--- src/rtl/peripheral_biu_verilog_pkg.sv ---
// Shared BIU definitions: access-size encodings and the memory request record
// queued between the pipeline memory stage and the bus interface.
package peripheral_biu_verilog_pkg;

    localparam int MEMREQ_XLEN = 64;

    localparam logic [2:0] BYTE  = 3'b000;
    localparam logic [2:0] HWORD = 3'b001;
    localparam logic [2:0] WORD  = 3'b010;
    localparam logic [2:0] DWORD = 3'b011;

    typedef struct packed {
        logic                   instruction;
        logic [MEMREQ_XLEN-1:0] adr;
        logic [2:0]             size;
        logic                   we;
        logic                   lock;
        logic [MEMREQ_XLEN-1:0] d;
    } memreq_t;

endpackage

--- src/rtl/pu_riscv_memreq_ram.sv ---
// Request storage: DEPTH x memreq_t register array with one write port and
// one asynchronous read port. Contents are never reset.
module pu_riscv_memreq_ram
    import peripheral_biu_verilog_pkg::*;
#(
    parameter int DEPTH = 4,
    parameter int AW    = $clog2(DEPTH)
) (
    input  logic          clk_i,
    input  logic          we_i,
    input  logic [AW-1:0] waddr_i,
    input  memreq_t       wdata_i,
    input  logic [AW-1:0] raddr_i,
    output memreq_t       rdata_o
);

    memreq_t mem_q [DEPTH];

    always_ff @(posedge clk_i) begin
        if (we_i) begin
            mem_q[waddr_i] <= wdata_i;
        end
    end

    assign rdata_o = mem_q[raddr_i];

endmodule

--- src/rtl/pu_riscv_memreq_buffer.sv ---
// In-order request FIFO with a show-ahead head feeding the memory checkers and BIU.
// Define MEMREQ_BUFFER_BYPASS_EN to present an incoming request on an empty head in the same cycle.
module pu_riscv_memreq_buffer
    import peripheral_biu_verilog_pkg::*;
#(
    parameter int XLEN  = 64,
    parameter int DEPTH = 4
) (
    input  logic            clk_i,
    input  logic            rst_i,
    input  logic            clr_i,
    input  logic            req_i,
    input  logic            instruction_i,
    input  logic [XLEN-1:0] adr_i,
    input  logic [2:0]      size_i,
    input  logic            we_i,
    input  logic            lock_i,
    input  logic [XLEN-1:0] d_i,
    output logic            ready_o,
    output logic            req_o,
    output logic            instruction_o,
    output logic [XLEN-1:0] adr_o,
    output logic [2:0]      size_o,
    output logic            we_o,
    output logic            lock_o,
    output logic [XLEN-1:0] d_o,
    input  logic            ack_i,
    output logic            empty_o,
    output logic            full_o
);

    localparam int AW = $clog2(DEPTH);
    localparam int CW = $clog2(DEPTH + 1);

    logic [AW-1:0] rdPtr_q, rdPtr_d;
    logic [AW-1:0] wrPtr_q, wrPtr_d;
    logic [CW-1:0] count_q, count_d;

    memreq_t inReq, headReq, ramRdata;
    logic    full, empty, push, pop, storeEn, popStored;

    assign inReq.instruction = instruction_i;
    assign inReq.adr         = adr_i;
    assign inReq.size        = size_i;
    assign inReq.we          = we_i;
    assign inReq.lock        = lock_i;
    assign inReq.d           = d_i;

    assign full  = (count_q == CW'(DEPTH));
    assign empty = (count_q == '0);

    assign ready_o = ~full;
    assign empty_o = empty;
    assign full_o  = full;

    assign push = req_i & ~full;
    assign pop  = ack_i & req_o;

`ifdef MEMREQ_BUFFER_BYPASS_EN
    logic bypass;

    // An acked bypass passes straight through and never occupies storage
    assign bypass    = empty & req_i & ~clr_i & ~rst_i;
    assign req_o     = ~empty | bypass;
    assign headReq   = empty ? inReq : ramRdata;
    assign storeEn   = push & ~(bypass & ack_i);
    assign popStored = pop & ~empty;
`else
    assign req_o     = ~empty;
    assign headReq   = ramRdata;
    assign storeEn   = push;
    assign popStored = pop;
`endif

    always_comb begin
        rdPtr_d = rdPtr_q;
        wrPtr_d = wrPtr_q;
        count_d = count_q;
        if (clr_i) begin
            rdPtr_d = '0;
            wrPtr_d = '0;
            count_d = '0;
        end else begin
            if (storeEn) wrPtr_d = wrPtr_q + AW'(1);
            if (popStored) rdPtr_d = rdPtr_q + AW'(1);
            count_d = count_q + CW'(storeEn) - CW'(popStored);
        end
    end

    always_ff @(posedge clk_i) begin
        if (rst_i) begin
            rdPtr_q <= '0;
            wrPtr_q <= '0;
            count_q <= '0;
        end else begin
            rdPtr_q <= rdPtr_d;
            wrPtr_q <= wrPtr_d;
            count_q <= count_d;
        end
    end

    pu_riscv_memreq_ram #(
        .DEPTH (DEPTH),
        .AW    (AW)
    ) u_ram (
        .clk_i   (clk_i),
        .we_i    (storeEn & ~clr_i & ~rst_i),
        .waddr_i (wrPtr_q),
        .wdata_i (inReq),
        .raddr_i (rdPtr_q),
        .rdata_o (ramRdata)
    );

    assign instruction_o = headReq.instruction;
    assign adr_o         = headReq.adr;
    assign size_o        = headReq.size;
    assign we_o          = headReq.we;
    assign lock_o        = headReq.lock;
    assign d_o           = headReq.d;

endmodule

--- config.mk ---
export PLATFORM = sky130hd
export DESIGN_NAME = pu_riscv_memreq_buffer
export DESIGN_NICKNAME = d
export VERILOG_FILES = /design/src/rtl/peripheral_biu_verilog_pkg.sv /design/src/rtl/pu_riscv_memreq_ram.sv /design/src/rtl/pu_riscv_memreq_buffer.sv
export SDC_FILE = /design/constraint.sdc
export NUM_CORES = 1
export LEC_CHECK = 0
export ABC_CLOCK_PERIOD_IN_PS = 9720
export CORE_MARGIN = 4
export CORE_UTILIZATION = 45
export DETAILED_ROUTE_END_ITERATION = 12
export DONT_BUFFER_PORTS = 1
export HOLD_SLACK_MARGIN = 0.03
export SLEW_MARGIN = 15
export SYNTH_ARGS = -nofsm -noshare
export SYNTH_HDL_FRONTEND = slang
export SYNTH_SLANG_ARGS = --single-unit
export TNS_END_PERCENT = 5
--- constraint.sdc ---
create_clock -name clk_i -period 9.72 [get_ports clk_i]
set_input_delay 2.43 -clock clk_i [delete_from_list [all_inputs] [get_ports clk_i]]
set_output_delay 2.43 -clock clk_i [all_outputs]
set_load 0.1 [all_outputs]
==> flow_metrics.py <==
metrics = {
    "timing": {
        "fmax_mhz": 173.3,
        "rsz0062_at_grt": "false",
        "setup_tns_ns": 0,
        "drv_slew": 0,
        "fin_crit_sh_pct": 59.35,
        "whs_ns": 0.5006,
        "skew_ns": 0.01084,
        "worst_pin_slew_ns": 1.078,
        "timing.final.hold_violations": 0,
        "relSlewSlack_pct": 28.11,
        "setup_viol": 0,
        "fin_crit_ns": 5.769,
    },
    "power": {
        "vdd_ir_drop_max_uv": 159.3,
        "p_leak_nw": 6.631,
        "power_per_cell_area_nw_per_um2": 224.0,
    },
    "logic_synthesis": {
        "yosys_warnings": 0,
        "syn_inst": 754,
        "synth_top_family_by_area": "multiplexers",
        "synth-seq-area-share_pct": 82.15,
        "synth_edf_count": 536,
        "synth-xor-area-share_pct": 0.1326,
        "syn_area_um2": 19810,
        "synth_cell_type_count": 25,
        "synth_adder_area_share_pct": 0.4799,
        "synthArstFlopShare_pct": 0,
        "synth_compound_gate_area_share_pct": 0.06947,
        "synth.area.mux_share_pct": 15.38,
        "syn-num-nets": 900,
        "yosys.area_share.simple_pct": 0.6063,
        "synth_area_per_cell_um2": 26.28,
        "ys.flop_type": "edfxtp_1",
        "ys_seq_elements": 545,
    },
    "detailed_routing": {
        "wl_mm": 37.62,
        "drc": 0,
        "vias": 7836,
        "vias_per_cell": 5.542,
        "final_antenna_net_count": 0,
        "drt_iter0_markers": 668,
        "post_drt_wl_per_cell_um": 26.60,
        "drt_pass1_iterations": 4,
    },
    "global_routing": {
        "grt_overflow": 0,
        "grt_max_degree": 80,
        "track_usage_pct": 15.97,
        "grt_pass1_vias": 8542,
        "grt_pass1_wl_mm": 56.26,
        "antenna_found_initial": 0,
    },
    "place": {
        "gp_congestion": 0.7544,
        "dp_hpwl_mm": 22.65,
        "io_buffer_count": 0,
    },
    "clock_network": {
        "hold_buffers": 0,
        "cts_buffer_depth": 3,
        "post_cts_buffers": 0,
        "cts_made_buffers": 55,
        "cts_root_buffer": "clkbuf_16",
        "insertion_delay_ns": 0.59,
        "cts_tree": "yes",
        "numClockSinks": 545,
        "htreeDepth": 2,
        "cts-resized-gates": 0,
        "clk_pin_slew_ns": 0.06,
    },
    "setup_path": {
        "worstPathCellList": "buf_4, mux4_2",
        "critPathSlowestCell": "dfxtp_4",
        "cpPeakStageDelay_ns": 1.00,
        "crit_required_ns": 7.29,
        "reg2reg_from": "count_q[1]",
        "regToRegSetupSlack_ns": 6.57,
        "critPathArrivalTime_ns": 3.34,
        "r2r.worst_path.cells": 4,
        "cp-end-kind": "output pin",
        "r2r-end": "u_ram.mem_q[1][51]",
        "crit_fanout": 70,
        "critPathKind": "reg -> out",
        "crit_path_start_kind": "flop",
    },
    "final_layout": {
        "syn_to_final_growth_pct": 12.08,
        "fill_cells": 3271,
        "drive_gt1_share_pct": 27.26,
        "final_common_cell": "edfxtp_1",
        "final_nets": 932,
        "final_core_util_pct": 51.32,
        "n_antenna_cell": 0,
        "most-common-layout-cells": "edfxtp_1, mux4_2, clkbuf_16",
    },
    "run": {
        "max_cap_violations": 0,
    },
    "floorplanning": {
        "num_rows": 76,
        "die_w_um": 217.8,
        "design.core.area_um2": 43270,
        "fp.dieArea_um2": 47450,
        "die_h_um": 217.8,
        "pin_count": 277,
        "initial_utilization_pct": 45.79,
    },
    "min_path": {
        "holdPathEnd": "wrPtr_q[1]",
        "min_path_cells": 2,
        "hp-class": "reg -> reg",
        "holdCritStartpoint": "wrPtr_q[1]",
    },
    "outcome": {
        "status": "finished, final reports clean",
    },
}
cell usage after synthesis (3+ instances only):
master / instances / share of area [%]
inv_1: 8 / 0.15
clkbuf_1: 9 / 0.17
and2_1: 3 / 0.095
mux4_2: 134 / 15
dfxtp_1: 9 / 0.91
buf_2: 16 / 0.40
nand2_1: 4 / 0.076
ha_1: 6 / 0.38
edfxtp_1: 536 / 81
and3_2: 3 / 0.11
mux2i_1: 3 / 0.15
buf_6: 8 / 0.45
state kept, by name, indices dropped and copies added (netlist names), named ones only:
name,cells
u_ram.mem_q,536
wrPtr_q,2
count_q,3
rdPtr_q,2
cells by family (layout without fill, tap and decap cells):
group                      count (synthesis)  in the layout
and+or+nand+nor                           19             19
muxes                                    137            137
buffers and inverters                     41            116
xor gates and xnor gates                   3              3
adders and majority gates                  7              7
DFF                                      545            545
AOI/OAI and AO/OA                          2              2
worst max-delay path, delay by kind of cell (launching register included):
| family | cells | cell delay, ns |
|---|---|---|
| flip-flops | 1 | 1.00 |
| multiplexers | 1 | 0.80 |
| buffers and inverters | 1 | 0.84 |
routing by layer:
metal,vias to the layer above,track usage (%),wire (µm)
met3,55,8.151,4590
met2,279,25.66,18560
li1,3325,-,-
met4,0,4.845,762
met5,-,0,0
met1,4177,19.04,13710
area by class of cell:
class / instances / area (µm²) / area share (%)
clock buffers: 66 / 1418 / 6.384
clock inverters: 34 / 325.3 / 1.465
inverters: 8 / 30.03 / 0.1352
multi-input cells: 168 / 3319 / 14.95
flip-flops and latches: 545 / 16280 / 73.33
well taps: 585 / 732.0 / 3.296
repair buffers: 8 / 98.84 / 0.4451
power breakdown:
group	internal [mW]	total, mW	leakage (nW)	switching (mW)
registers	2.61	2.62	4.92	0.0105
clock network	1.19	2.03	0.843	0.834
logic	0.0496	0.323	0.872	0.273
total	3.86	4.97	6.63	1.12
metrics by stage:
| step | instances | worst slack, ns | instance area, µm² | power (mW) |
|---|---|---|---|---|
| floorplan | 754 | 3.433 | 19810 | 2.971 |
| global placement | 1313 | 4.423 | 20420 | 2.993 |
| detailed placement | 1313 | 4.263 | 20420 | 2.997 |
| CTS | 1413 | 3.806 | 22160 | 5.037 |
| global route | 1414 | 3.729 | 22210 | 5.158 |
| finish | 1414 | 3.951 | 22210 | 4.974 |
worst max path at each step:
stage               cells after the start            endpoint  slack, ns   from
floorplan                               3   u_ram.mem_q[2][0]       3.43  req_i
global placement                        3  u_ram.mem_q[2][38]       4.42  clr_i
detailed placement                      3  u_ram.mem_q[0][38]       4.26  clr_i
CTS                                     2             d_o[19]       3.81   flop
global route                            2             d_o[19]       3.73   flop
finish                                  2             d_o[19]       3.95   flop
No activity file was read; power rests on OpenSTA's default activity.
